<file path="src/rtl/mux_pkg.sv">
// Shared constants and width helper for the streaming N:1 mux family.
package mux_pkg;

  localparam int MUX_MAX_N    = 16;
  localparam int MUX_NO_GRANT = 0;

  function automatic int mux_sel_w(input int n);
    return (n < 2) ? 1 : $clog2(n);
  endfunction

endpackage

</file>
<file path="src/rtl/rr_arbiter_nx1.sv">
// Combinational round-robin pick: first requester at or after ptr, modulo N.
module rr_arbiter_nx1
  import mux_pkg::*;
#(
  parameter  int N  = 4,
  localparam int SW = mux_sel_w(N)
) (
  input  logic [N-1:0]  req,
  input  logic [SW-1:0] ptr,
  output logic [SW-1:0] gnt_id,
  output logic          gnt_any
);

  // Walk offsets high to low so the smallest offset from ptr wins.
  always_comb begin
    gnt_id  = SW'(MUX_NO_GRANT);
    gnt_any = 1'b0;
    for (int i = N - 1; i >= 0; i--) begin
      if (req[(int'(ptr) + i) % N]) begin
        gnt_id  = SW'((int'(ptr) + i) % N);
        gnt_any = 1'b1;
      end
    end
  end

endmodule

</file>
<file path="src/rtl/mux_nx1_stream.sv">
// N:1 valid/ready mux with registered output stage.
// MUX_NX1_RR_ARB_EN selects round-robin arbitration instead of explicit sel.
module mux_nx1_stream
  import mux_pkg::*;
#(
  parameter  int N  = 4,
  parameter  int W  = 8,
  localparam int SW = mux_sel_w(N)
) (
  input  logic          clk,
  input  logic          reset_n,
  input  logic [N*W-1:0] in_data,
  input  logic [N-1:0]  in_valid,
  output logic [N-1:0]  in_ready,
  input  logic [SW-1:0] sel,
  output logic [W-1:0]  out_data,
  output logic          out_valid,
  input  logic          out_ready,
  output logic [SW-1:0] grant_id
);

  logic          load;
  logic          ch_ok;
  logic          xfer;
  logic [SW-1:0] ch;
  logic [W-1:0]  ch_data;

  assign load = !out_valid || out_ready;

`ifdef MUX_NX1_RR_ARB_EN
  logic [SW-1:0] rr_ptr;
  logic          unused_sel;

  assign unused_sel = ^sel;

  rr_arbiter_nx1 #(.N(N)) u_arb (
    .req     (in_valid),
    .ptr     (rr_ptr),
    .gnt_id  (ch),
    .gnt_any (ch_ok)
  );

  always_ff @(posedge clk or negedge reset_n) begin
    if (!reset_n) begin
      rr_ptr <= '0;
    end else if (xfer) begin
      rr_ptr <= (int'(ch) == N - 1) ? '0 : ch + SW'(1);
    end
  end
`else
  assign ch = sel;

  // Out-of-range selects only exist when N is not a power of two.
  if ((1 << SW) == N) begin : g_pow2
    assign ch_ok = 1'b1;
  end else begin : g_npow2
    assign ch_ok = (sel < SW'(N));
  end
`endif

  always_comb begin
    in_ready = '0;
    ch_data  = '0;
    for (int c = 0; c < N; c++) begin
      in_ready[c] = load && ch_ok && (int'(ch) == c);
      if (int'(ch) == c) ch_data = in_data[c*W +: W];
    end
  end

  assign xfer = |(in_ready & in_valid);

  always_ff @(posedge clk or negedge reset_n) begin
    if (!reset_n) begin
      out_valid <= 1'b0;
      out_data  <= '0;
      grant_id  <= '0;
    end else if (xfer) begin
      out_valid <= 1'b1;
      out_data  <= ch_data;
      grant_id  <= ch;
    end else if (load) begin
      out_valid <= 1'b0;
    end
  end

endmodule
</file>
<file path="config.mk">
export PLATFORM = sky130hd
export DESIGN_NAME = mux_nx1_stream
export DESIGN_NICKNAME = d
export VERILOG_FILES = /design/src/rtl/mux_pkg.sv /design/src/rtl/rr_arbiter_nx1.sv /design/src/rtl/mux_nx1_stream.sv
export SDC_FILE = /design/constraint.sdc
export NUM_CORES = 1
export LEC_CHECK = 0
export CORE_MARGIN = 5
export CORE_UTILIZATION = 29
export CTS_CLUSTER_DIAMETER = 80
export DETAILED_ROUTE_END_ITERATION = 7
export PLACE_DENSITY = 0.73
export SLEW_MARGIN = 15
export SYNTH_ARGS = -nofsm -noshare
export SYNTH_HDL_FRONTEND = slang
export SYNTH_SLANG_ARGS = --single-unit
export TNS_END_PERCENT = 10
</file>
<file path="constraint.sdc">
create_clock -name clk -period 1.3 [get_ports clk]
set_input_delay 0.325 -clock clk [delete_from_list [all_inputs] [get_ports clk]]
set_output_delay 0.325 -clock clk [all_outputs]
set_load 0.02 [all_outputs]
</file>
==> impl_metrics.tcl, run 1 <==
set metrics [dict create \
    p_seq_frac 0.328 \
    synthMuxAreaShare 0.434 \
    synth_area_um2 703 \
    clkTransAtPathRegs_ns 0.06 \
    stdcell_count 143 \
    wirelength_mm 2.39 \
    synth_nets 88 \
    num_vias 712 \
    maxCapViolations 0 \
    synth.avg_cell_area_um2 15.0 \
    dr.pass1.iters 2 \
    synthCells 47 \
    synth_top_family_by_area "multiplexers" \
    grt_max_degree 14 \
    tightest_slew_ns 0.471 \
    cts_root_buffer "clkbuf_4" \
    grt-busiest-layer "met2" \
    violations "negative setup slack" \
    max_freq_mhz 619 \
    clock_sinks 11 \
    crit_slowest_cell "dfrtp_2" \
    detail_route.wl_per_cell_um 16.7 \
    yosysMostFrequentCell "dfrtp_1" \
    diodes 0 \
    critical_path_peak_fanout 5 \
    fp.dieH_um 59.2 \
    synthXorXnorAreaFrac 0 \
    dpl-instance-area_um2 1320 \
    drtIter0Drc 10 \
    cts-htree-levels 1 \
    ant_nets 0 \
    synth_top_area_frac 0.391 \
    cp.required_ns 1.44 \
    cp_common_cell "buf_6" \
    pin_count 56 \
    synthSimpleGateAreaFrac 0.0819 \
    worst_path_largest_cell_delay_ns 0.41 \
    track_usage 0.143 \
    yosys-top-cells-area "dfrtp_1 (39%), mux4_2 (26%), mux2_2 (13%)" \
    die_w_um 59.2 \
    crit_arrival_ns 1.76 \
    grt_use_met3 0.0588 \
    end_kind "flop" \
    switchingPower_uw 456 \
    use_met2 0.222 \
    cts_buffers 3 \
    fin_skew_ns 0.00165 \
    ys_top_cells_by_count "dfrtp_1 (11), mux2_2 (8), mux4_2 (8)" \
    setup_ws_ns -0.316 \
    synth_cell_types 20 \
    portBuffers 55 \
    hpwl_mm 1.83 \
    p_int_uw 999 \
    start_util 0.312 \
    synth-async-reset-ratio 1.00 \
    drc_errors 0 \
    grt_pass1_vias 762 \
    gp_congestion 0.776 \
    setup.worst_path.class "reg2reg" \
    finalCriticalPeriod_ns 1.62 \
    grt_pass1_wl_mm 3.69 \
    rsz0062_at_grt "yes" \
    rows 17 \
    fin_nets 157 \
    hold_ws_ns 0.388 \
    hold_class "in2async" \
    setup_viol_count_final 15 \
    p_sw_frac 0.314 \
    cts.path.max_buffers 2 \
    ys_dominant_reg_cell "dfrtp_1" \
    hold_viol_final 0 \
    vdd_ir_drop_max_v 0.000500 \
    synthAdderAreaFrac 0 \
    cts_tree "done" \
    report.final.slew_viol_count 0 \
    combPwrFrac 0.523 \
    critical_path.cell_chain "nor2b_4 > buf_6 > nor3_4 > a31oi_4 > buf_6 > buf_12 > mux2_4" \
    synth_edf_count 0 \
    syn_to_final_growth_pct 112 \
    synth_compound_area_frac 0.0498 \
    ys_ff_latch 11 \
    start_kind "flop" \
    p_clk_frac 0.149 \
    fin_area_um2 1490 \
    p_total_uw 1460 \
    maxSlewHeadroom 0.685 \
    grtUsageMet1 0.176 \
    antenna_found_initial 0 \
    via_per_inst 4.98 \
    yosysSeqAreaShare 0.391 \
    clkLatencyLatePin_ns 0.26 \
    overflow 0 \
    fin_crit_sh 1.24 \
    drive_gt1_frac 0.409 \
    place_inst 132 \
    core_area_um2 2250 \
    pwr_density_cell_nw_per_um2 974 \
    run_status "complete, but fails checks" \
    p_leak_uw 0.000646 \
    dieArea_um2 3510 \
    yosys_warnings 0 \
    yosys.area.top_type "dfrtp_1" \
]
[layout make-up]
cell class | instances | area [µm²]
Fill cell | 192 | 761
Timing Repair Buffer | 67 | 696
Multi-Input combinational cell | 32 | 457
Sequential cell | 11 | 277
Tap cell | 28 | 35.0
Clock buffer | 4 | 26.3
Inverter | 1 | 3.75
[critical path, delay by kind of cell (launching register included)]
kind | cells | cell delay, ns
DFF | 1 | 0.41
and+or+nand+nor | 2 | 0.35
muxes | 1 | 0.30
AOI/OAI and AO/OA | 1 | 0.06
buffers and inverters | 3 | 0.39
[power by group through the flow]
stage                     Combinational [µW]  Clock, µW  Sequential [µW]
after floorplan                          199          0              582
after global placement                   667          0              476
after detailed placement                 680          0              480
after CTS                                743        221              473
after global routing                     802        237              488
final                                    761        217              477
[flip-flops by register name, indices dropped and copies added (netlist names)]
register   count
out_data       8
grant_id       2
out_valid      1
[layer usage]
metal  up-vias  share of wire
met5         -              0
met4         0          0.014
met3         4           0.14
met2        50           0.45
met1       337           0.39
li1        321              -
[stage by stage]
stage,setup WS (ns),utilization,setup TNS [ns]
5_1_grt,-0.361,0.663,-4.21
6_report,-0.316,0.663,-3.61
3_5_place_dp,-0.913,0.586,-12.22
2_1_floorplan,-0.159,-,-1.44
3_3_place_gp,-0.845,0.586,-11.53
4_1_cts,-0.298,0.653,-3.55
[worst paths after layout]
kind	start	endpoint	slack, ns	depth (start not counted)
max	out_valid	out_data[4]	-0.32	7
min	reset_n	out_data[3]	0.39	1
max reg2reg	out_valid	out_data[4]	-0.32	7
min reg2reg	grant_id[1]	grant_id[1]	0.51	1
max in group asynchronous	reset_n	out_valid	0.56	1
min in group clk	grant_id[1]	grant_id[1]	0.51	1
[cells by family after synthesis]
family | after synthesis
muxes | 19
and+or+nand+nor | 10
buffers and inverters | 4
DFF | 11
AOI/OAI and AO/OA | 3
[cell usage in the layout (no fill, tap or decap), types with 2 or more instances in the layout]
master           synthesis  routed
buf_12                   0       2
buf_4                    0       7
buf_6                    2       6
clkbuf_4                 0       3
clkdlybuf4s15_1          0      10
clkdlybuf4s50_1          0      34
dfrtp_1                 11      10
dlygate4sd2_1            0       5
mux2_2                   8       3
mux2_4                   1       6
mux4_2                   8       8
nand2_2                  0       2
[timing repair]
item,CTS,global route
endpoints found under the setup margin,26,25
pin swaps,4,2
cloned,1,0
gates resized for setup,56,13
hold endpoints to repair,0,0
setup buffers,6,0
hold buffers,0,0
No activity file was read; power rests on OpenSTA's default activity.
==> run 2, diff against run 1 <==
Settings changed: GPL_TIMING_DRIVEN set to 0.
==> run 2 against run 1 <==
Effect of this change: maximum frequency up 7.8%; largest power group unchanged; final cell count down 4.9%; sequential power about the same; non-clock buffer count down 7; via count down 4.5%; the flow still finishes with violations (negative setup slack); flip-flop and latch count unchanged; count of clock-buffer cells in the layout down 1; first-iteration DRC count up 60%; critical path depth down 4.
==> impl_metrics.tcl, run 2 (same netlist as run 1, synthesis figures left out) <==
set metrics [dict create \
    violations "negative setup slack" \
    n_fill_cell 201 \
    clkTransAtPathRegs_ns 0.08 \
    finalSetupTns_ns -2.01 \
    reg2reg_to "out_data[2]" \
    grt_pass1_wl_mm 3.65 \
    setup_ws_ns -0.199 \
    cp-startpoint "out_valid" \
    vdd_ir_drop_max_v 0.000487 \
    antenna_found_initial 0 \
    detail_route.wl_per_cell_um 17.3 \
    maxCapViolations 0 \
    syn_to_final_growth_pct 94.8 \
    pwr_density_cell_nw_per_um2 1010 \
    endpoint "in_ready[1]" \
    clock_sinks 11 \
    hold_viol_final 0 \
    rrSetupSlack_ns -0.17 \
    finalCriticalPeriod_ns 1.50 \
    regMostFlops "out_data" \
    overflow 0 \
    grt_max_degree 12 \
    dieArea_um2 3510 \
    maxSlewHeadroom 0.665 \
    start_util 0.312 \
    rsz0062_at_grt "yes" \
    drc_errors 0 \
    end_kind "primary output" \
    crit_arrival_ns 1.17 \
    rows 17 \
    cts-htree-levels 1 \
    cts.path.max_buffers 2 \
    place_inst 129 \
    ant_nets 0 \
    pin_count 56 \
    portBuffers 54 \
    critical_path_peak_fanout 3 \
    fin_crit_sh 1.15 \
    via_per_inst 5.00 \
    cts_buffers 3 \
    cts_root_buffer "clkbuf_4" \
    top_regs "out_data x8, grant_id x2, out_valid x1" \
    tightest_slew_ns 0.501 \
    fin_nets 150 \
    worst_path_largest_cell_delay_ns 0.44 \
    gp_congestion 0.753 \
    cp.required_ns 0.98 \
    report.final.slew_viol_count 0 \
    track_usage 0.139 \
    die_w_um 59.2 \
    hpwl_mm 1.76 \
    p_leak_uw 0.000600 \
    diodes 0 \
    layout_commonest_cell "clkdlybuf4s50_1" \
    drtIter0Drc 16 \
    num_vias 680 \
    clkLatencyLatePin_ns 0.26 \
    setup_viol_count_final 14 \
    start_kind "flop" \
    setup.worst_path.class "reg2out" \
    dr.pass1.iters 3 \
    hold_class "in2async" \
    critical_path.cell_chain "nor2b_4 > nor3b_2 > buf_4" \
    fin_skew_ns 0.000363 \
    run_status "complete, but fails checks" \
    drive_gt1_frac 0.426 \
    max_freq_mhz 667 \
    stdcell_count 136 \
    final_cell_mix "clkdlybuf4s50_1 (33), dfrtp_1 (10), mux4_2 (8)" \
    crit_slowest_cell "dfrtp_2" \
    r2r_start "out_valid" \
    largest_reg_flops 8 \
    ff2ff_path_depth 5 \
    core_area_um2 2250 \
    hold_buffers 0 \
    wirelength_mm 2.36 \
    cts_tree "done" \
    fp.dieH_um 59.2 \
    grt_pass1_vias 733 \
]
[run 2: how the worst min path moves through the flow]
| stage | from | endpoint | slack, ns | cells after the start |
|---|---|---|---|---|
| 6_report | reset_n | out_data[3] | 0.39 | 1 |
| 2_1_floorplan | reset_n | grant_id[0] | 0.03 | 0 |
| 4_1_cts | reset_n | out_data[3] | 0.40 | 1 |
| 3_3_place_gp | grant_id[1] | grant_id[1] | 0.47 | 1 |
| 5_1_grt | reset_n | out_data[5] | 0.42 | 1 |
| 3_5_place_dp | out_data[4] | out_data[4] | 0.49 | 1 |
[run 2: stage by stage]
stage | instance area, µm² | power (µW) | util | setup WS [ns] | hold WS, ns
final | 1370 | 1390 | 0.608 | -0.199 | 0.390
after global routing | 1370 | 1460 | 0.608 | -0.230 | 0.420
after CTS | 1370 | 1380 | 0.608 | -0.199 | 0.404
after detailed placement | 1290 | 1140 | 0.571 | -1.33 | 0.493
after global placement | 1290 | 1120 | 0.571 | -1.32 | 0.473
after floorplan | 712 | 781 | - | -0.159 | 0.0294
[run 2: final cells by class]
type | instances | area (µm²) | share of cell area
Timing Repair Buffer | 57 | 537 | 0.392
Sequential cell | 11 | 277 | 0.202
Multi-Input combinational cell | 32 | 454 | 0.332
Clock inverter | 1 | 5.00 | 0.00365
Clock buffer | 3 | 22.5 | 0.0164
Inverter | 1 | 3.75 | 0.00274
Tap cell | 28 | 35.0 | 0.0256
Buffer | 3 | 36.3 | 0.0265
[run 2: metal layers]
metal  vias up  share of wire  track usage
met4         0         0.0059       0.0388
met2        43           0.45        0.229
met3         2           0.13       0.0654
li1        305              -            -
met1       330           0.42        0.160
met5         -              0            0
[run 2: repair_timing]
| item | in CTS | in global routing |
|---|---|---|
| endpoints found under the setup margin | 25 | 24 |
| pin swaps | 0 | 0 |
| gates resized for setup | 57 | 17 |
| setup buffers | 3 | 0 |
[run 2: where the power goes]
part	leakage (µW)	switching, µW	internal [µW]
Combinational	0.000455	286	381
Sequential	0.000128	51.6	428
Clock	0.0000177	125	114
[run 2: worst max-delay path, delay by kind of cell, from the launching register on]
family,cells,cell delay (ns)
and+or+nand+nor,2,0.31
DFF,1,0.44
buffers and inverters,1,0.16
==> variant 1 (settings of run 2) <==
The option `MUX_NX1_RR_ARB_EN` is turned on by a define.
--- a/src/rtl/mux_nx1_stream.sv
+++ b/src/rtl/mux_nx1_stream.sv
@@ -2,2 +2,4 @@
 // MUX_NX1_RR_ARB_EN selects round-robin arbitration instead of explicit sel.
+`define MUX_NX1_RR_ARB_EN
+
 module mux_nx1_stream
Behaviour: not the same (Yosys sat finds a counterexample within 4 cycles, from zero or initial values and one cycle with reset_n low).
==> variant 1 against run 2 <==
The flow still finishes with violations (setup timing); sequential share of layout area fell by 1.7 points; via count increased by 62%; routed wire length is 46% higher; sequential power up 62%; synthesized cell count grew 120%; count of clock-buffer cells in the layout up 1; synthesized area up 32%; design area rose by 29%; worst setup slack lost 0.73 ns; power grew to 2.8 times the old value; sequential cell count is 2 higher; combinational power rose to 4.2 times the old value; core utilization is 2.9 points lower.
==> variant 1: results (changes against run 2) <==
Timing
  • Setup ws final: -0.931 ns (-0.732 ns)
  • Max Clock Skew: 0.000938 ns (+0.000576 ns)
  • Slew margin rel.: 0.607 (-0.0575)
  • Final setup vio count: 17 (+3)

Final layout
  • Share of cells above drive strength 1: 0.379 (-0.0466)
  • Ant diodes: 0 (unchanged)
  • Regs by FF count: out_data x8, grant_id x2, rr_ptr x2
  • Layout Cells excl Fill: 218 (+60%)

Logic synthesis
  • Sequential area share after synthesis: 0.350 (-0.0411)
  • Post-Synth Adder-Cell Area: 0.0539 (+0.0539)
  • Mapped Cells: 102 (+120%)
  • Synthesized net count: 147 (+67%)
  • Post-synth top area cell: dfrtp_1
  • Post-Synth XOR/XNOR Area: 0 (unchanged)
  • YS warnings: 0 (unchanged)
  • Top post-synthesis cells by count: a21oi_1 (19), dfrtp_1 (13), inv_1 (11)
  • Synth async-reset ratio: 1.00 (unchanged)
  • Post-synthesis mux area share: 0.0512 (-0.383)
  • Top cells by area, synth: dfrtp_1 (35%), a21oi_1 (10%), a221o_1 (8.6%)
  • Netlist cell types: 27 (+35%)
  • Synth Area in Compound Gates: 0.323 (+0.274)

Worst setup path
  • Critical path data arrival time: 2.39 ns (+1.22 ns)
  • Delay-heaviest family, CP: compound AO/OA/AOI/OAI gates
  • CP max stage cell: dfrtp_1
  • CP startpoint kind: flip-flop
  • Max FO, Critical Path: 4 (+1)
  • R2R Path Start: rr_ptr[0]

Outcome
  • Status: finished, violations left
  • Violated checks: setup timing

Routing
  • Vias: 1,099 (+62%)
  • Initial DRC count: 76 (+60)
  • Wire per inst: 15.8 um (-8.6%)
  • Pre-antenna DRT Iters: 4 (+1)

Global routing
  • Largest net degree at the start of global routing: 14 (+2)
  • First-pass GRT wire length: 5320 um (+46%)
  • Vias in the first global route: 1,153 (+57%)
  • Total track usage: 0.159 (+0.0202)

Place
  • Placer Congestion: 0.801 (+6.4%)
  • Port Buffers: 53 (-1.9%)
  • Placed insts: 199 (+54%)
  • DP Wirelength: 2500 um (+42%)

Clock network
  • Clock root buffer: clkbuf_4
  • Clk buf depth: 2 (unchanged)
  • Worst-Skew Late Latency: 0.27 ns

Power
  • Worst vdd ir: 0.706 mV (+45%)
  • Leak Pwr: 0.766 nW (+28%)

Min path
  • HP Class: primary input to asynchronous set/reset pin
variant 1: area by class of cell:
type                       count  area [um^2]
clock buffer                   4         26.3
timing repair buffer          70          618
fill                         272         1290
inverter                      11         41.3
sequential                    13          327
buffer                         6         66.3
multi-input combinational     70          633
tap                           44         55.1
variant 1: kinds of logic after synthesis:
logic type      after synthesis
mux                           4
compound gates               41
simple gates                 21
fa+ha+maj                     4
flops                        13
buf+inv                      19
variant 1: per-stage QoR:
stage          setup TNS [ns]  hold slack, ns  power (mW)  setup slack [ns]  instance area, um^2
3_3_place_gp           -25.94           0.498        2.99             -1.98                 1530
2_1_floorplan          -12.15          0.0294        2.20            -0.862                  947
6_report               -14.85           0.424        3.83            -0.931                 1770
3_5_place_dp           -27.12           0.503        3.07             -2.02                 1530
5_1_grt                -17.03           0.458        4.10             -1.04                 1770
4_1_cts                -14.26           0.422        3.82            -0.912                 1790
variant 1: worst paths after layout:
| path | endpoint | slack (ns) | depth (start not counted) |
|---|---|---|---|
| min in group clk | grant_id[1] | 0.53 | 1 |
| worst max register to register | rr_ptr[1] | -0.93 | 10 |
| worst min-delay path | out_data[2] | 0.42 | 1 |
| worst max-delay path | rr_ptr[1] | -0.93 | 10 |
| max in group asynchronous | rr_ptr[1] | 0.46 | 1 |
| worst min register to register | grant_id[1] | 0.53 | 1 |
variant 1: timing repair:
item / in CTS / in global routing
buffers inserted: 15 / 2
pin swaps: 6 / 3
gates resized for setup: 76 / 12
setup endpoints to repair: 28 / 26
variant 1: power by group:
| part | switching [mW] | internal, mW |
|---|---|---|
| clock | 0.123 | 0.119 |
| sequential | 0.149 | 0.625 |
| combinational | 1.38 | 1.44 |
| total | 1.65 | 2.18 |
variant 1: per-layer routing:
metal  GRT usage  part of all wire  up-vias
met5           0                 0        -
met1       0.168              0.38      523
li1            -                 -      514
met2       0.301              0.51       56
met4      0.0431             0.020        0
met3      0.0472             0.091        6
==> variant 2 (config.mk and constraints of run 2) <==
Without the edit above. Set the parameter `N` to 2 (it was 4).
--- a/src/rtl/mux_nx1_stream.sv
+++ b/src/rtl/mux_nx1_stream.sv
@@ -5,3 +5,3 @@
 #(
-  parameter  int N  = 4,
+  parameter  int N  = 2,
   parameter  int W  = 8,
Ports: changed (5 resized); port bits go from 56 to 34. No check against the original RTL was run, so the function may have changed too.
==> variant 2 against run 2 <==
The flow still finishes with violations (setup timing); power shrank 21%; hold slack got worse by 0.014 ns; sequential power down 16%; highest routed layer unchanged; worst setup slack gained 0.055 ns; design area fell by 30%; synthesized area down 28%; register-to-register slack better by 0.03 ns; critical endpoint unchanged; non-clock buffer count down 20; first-iteration DRC count down 75%; synthesized cell count decreased by 19%; largest power group unchanged; sequential cell count is 1 lower; routed wire length shrank 45%.
==> variant 2: results (changes against run 2) <==
Clock network
  • Reg clk slew, reported paths: 0.06 ns (-0.02 ns)

Final layout
  • Share of cells above drive strength 1: 0.444 (+0.0185)
  • Nets@finish: 104 (-31%)
  • Regs by FF count: out_data x8, grant_id x1, out_valid x1
  • Fill cells: 141 (-30%)

Place
  • DP Wirelength: 974 um (-45%)
  • Port Buffers: 33 (-39%)
  • Pre-CTS setup slack: -0.833 ns (+0.497 ns)
  • Area after DPL: 856 um^2 (-34%)
  • Placer Congestion: 0.798 (+6.0%)

Logic synthesis
  • Synthesized net count: 60 (-32%)
  • Post-synthesis mux area share: 0.377 (-0.0570)
  • Sequential area share after synthesis: 0.496 (+0.105)
  • Top cells by area, synth: dfrtp_1 (50%), mux2_2 (36%), nor2_4 (2.2%)
  • Mapped Cells: 38 (-19%)
  • Netlist cell types: 12 (-40%)

Timing
  • Total negative slack: -1.39 ns (+0.624 ns)
  • Setup ws final: -0.144 ns (+0.0547 ns)
  • Final setup vio count: 10 (-4)
  • Worst Tran Pin Value: 0.436 ns (-0.0655 ns)

Power
  • Worst vdd ir: 0.756 mV (+55%)
  • Clk. pwr: 267 uW (+12%)
  • Internal: 787 uW (-15%)

Global routing
  • Vias in the first global route: 443 (-40%)
  • First-pass GRT wire length: 1900 um (-48%)
  • Total track usage: 0.0987 (-0.0401)

Routing
  • Pre-antenna DRT Iters: 4 (+1)
  • WL final: 1300 um (-45%)

Worst setup path
  • Critical path data arrival time: 1.12 ns (-0.05 ns)
  • CP max stage delay: 0.39 ns (-0.05 ns)
  • CP max stage cell: dfrtp_1

Outcome
  • Violated checks: setup timing
  • Status: finished, violations left
[variant 2: changes by cell type after synthesis, sizes merged, moves of 2 or more]
cell,change
mux2,+7
mux4,-8
nor2,+2
nor3,-2
[variant 2: area by class of cell]
type | count | area (um^2) | share of cell area
clock buffer | 4 | 36.3 | 0.0376
tap | 17 | 21.3 | 0.0220
sequential | 10 | 250 | 0.259
buffer | 1 | 11.3 | 0.0117
inverter | 1 | 3.75 | 0.00389
multi-input combinational | 26 | 280 | 0.291
timing repair buffer | 39 | 362 | 0.375
[variant 2: cell families (layout without fill, tap and decap cells)]
family                 after synthesis  in the layout
AND/OR/NAND/NOR                      7              7
AO/OA/AOI/OAI                        2              2
multiplexers                        17             17
flip-flops                          10             10
buffers and inverters                2             45
[variant 2: path summary, 6_finish.rpt]
check,to,slack (ns),start,depth (start not counted)
worst max-delay path,in_ready[1],-0.14,out_valid,4
worst min-delay path,out_data[5],0.38,reset_n,1
worst max register to register,out_data[4],-0.14,out_valid,6
worst min register to register,out_data[6],0.51,out_data[6],1
max in group asynchronous,grant_id,0.62,reset_n,1
min in group clk,out_data[6],0.51,out_data[6],1
[variant 2: what timing repair did]
action | 4_1_cts | 5_1_grt
buffers inserted | 4 | 2
pin swaps | 1 | 2
endpoints found under the setup margin | 20 | 19
gates resized for setup | 27 | 21
[variant 2: critical path, delay by kind of cell (launching register included)]
| family | cells | cell delay [ns] |
|---|---|---|
| buffers and inverters | 2 | 0.27 |
| DFF | 1 | 0.39 |
| and+or+nand+nor | 2 | 0.21 |
[variant 2: metal layers]
layer / part of all wire / GRT usage / up-vias
met4: 0.0084 / 0.0524 / 0
met3: 0.15 / 0.0544 / 2
li1: - / - / 220
met2: 0.46 / 0.159 / 22
met1: 0.38 / 0.102 / 205
met5: 0 / 0 / -
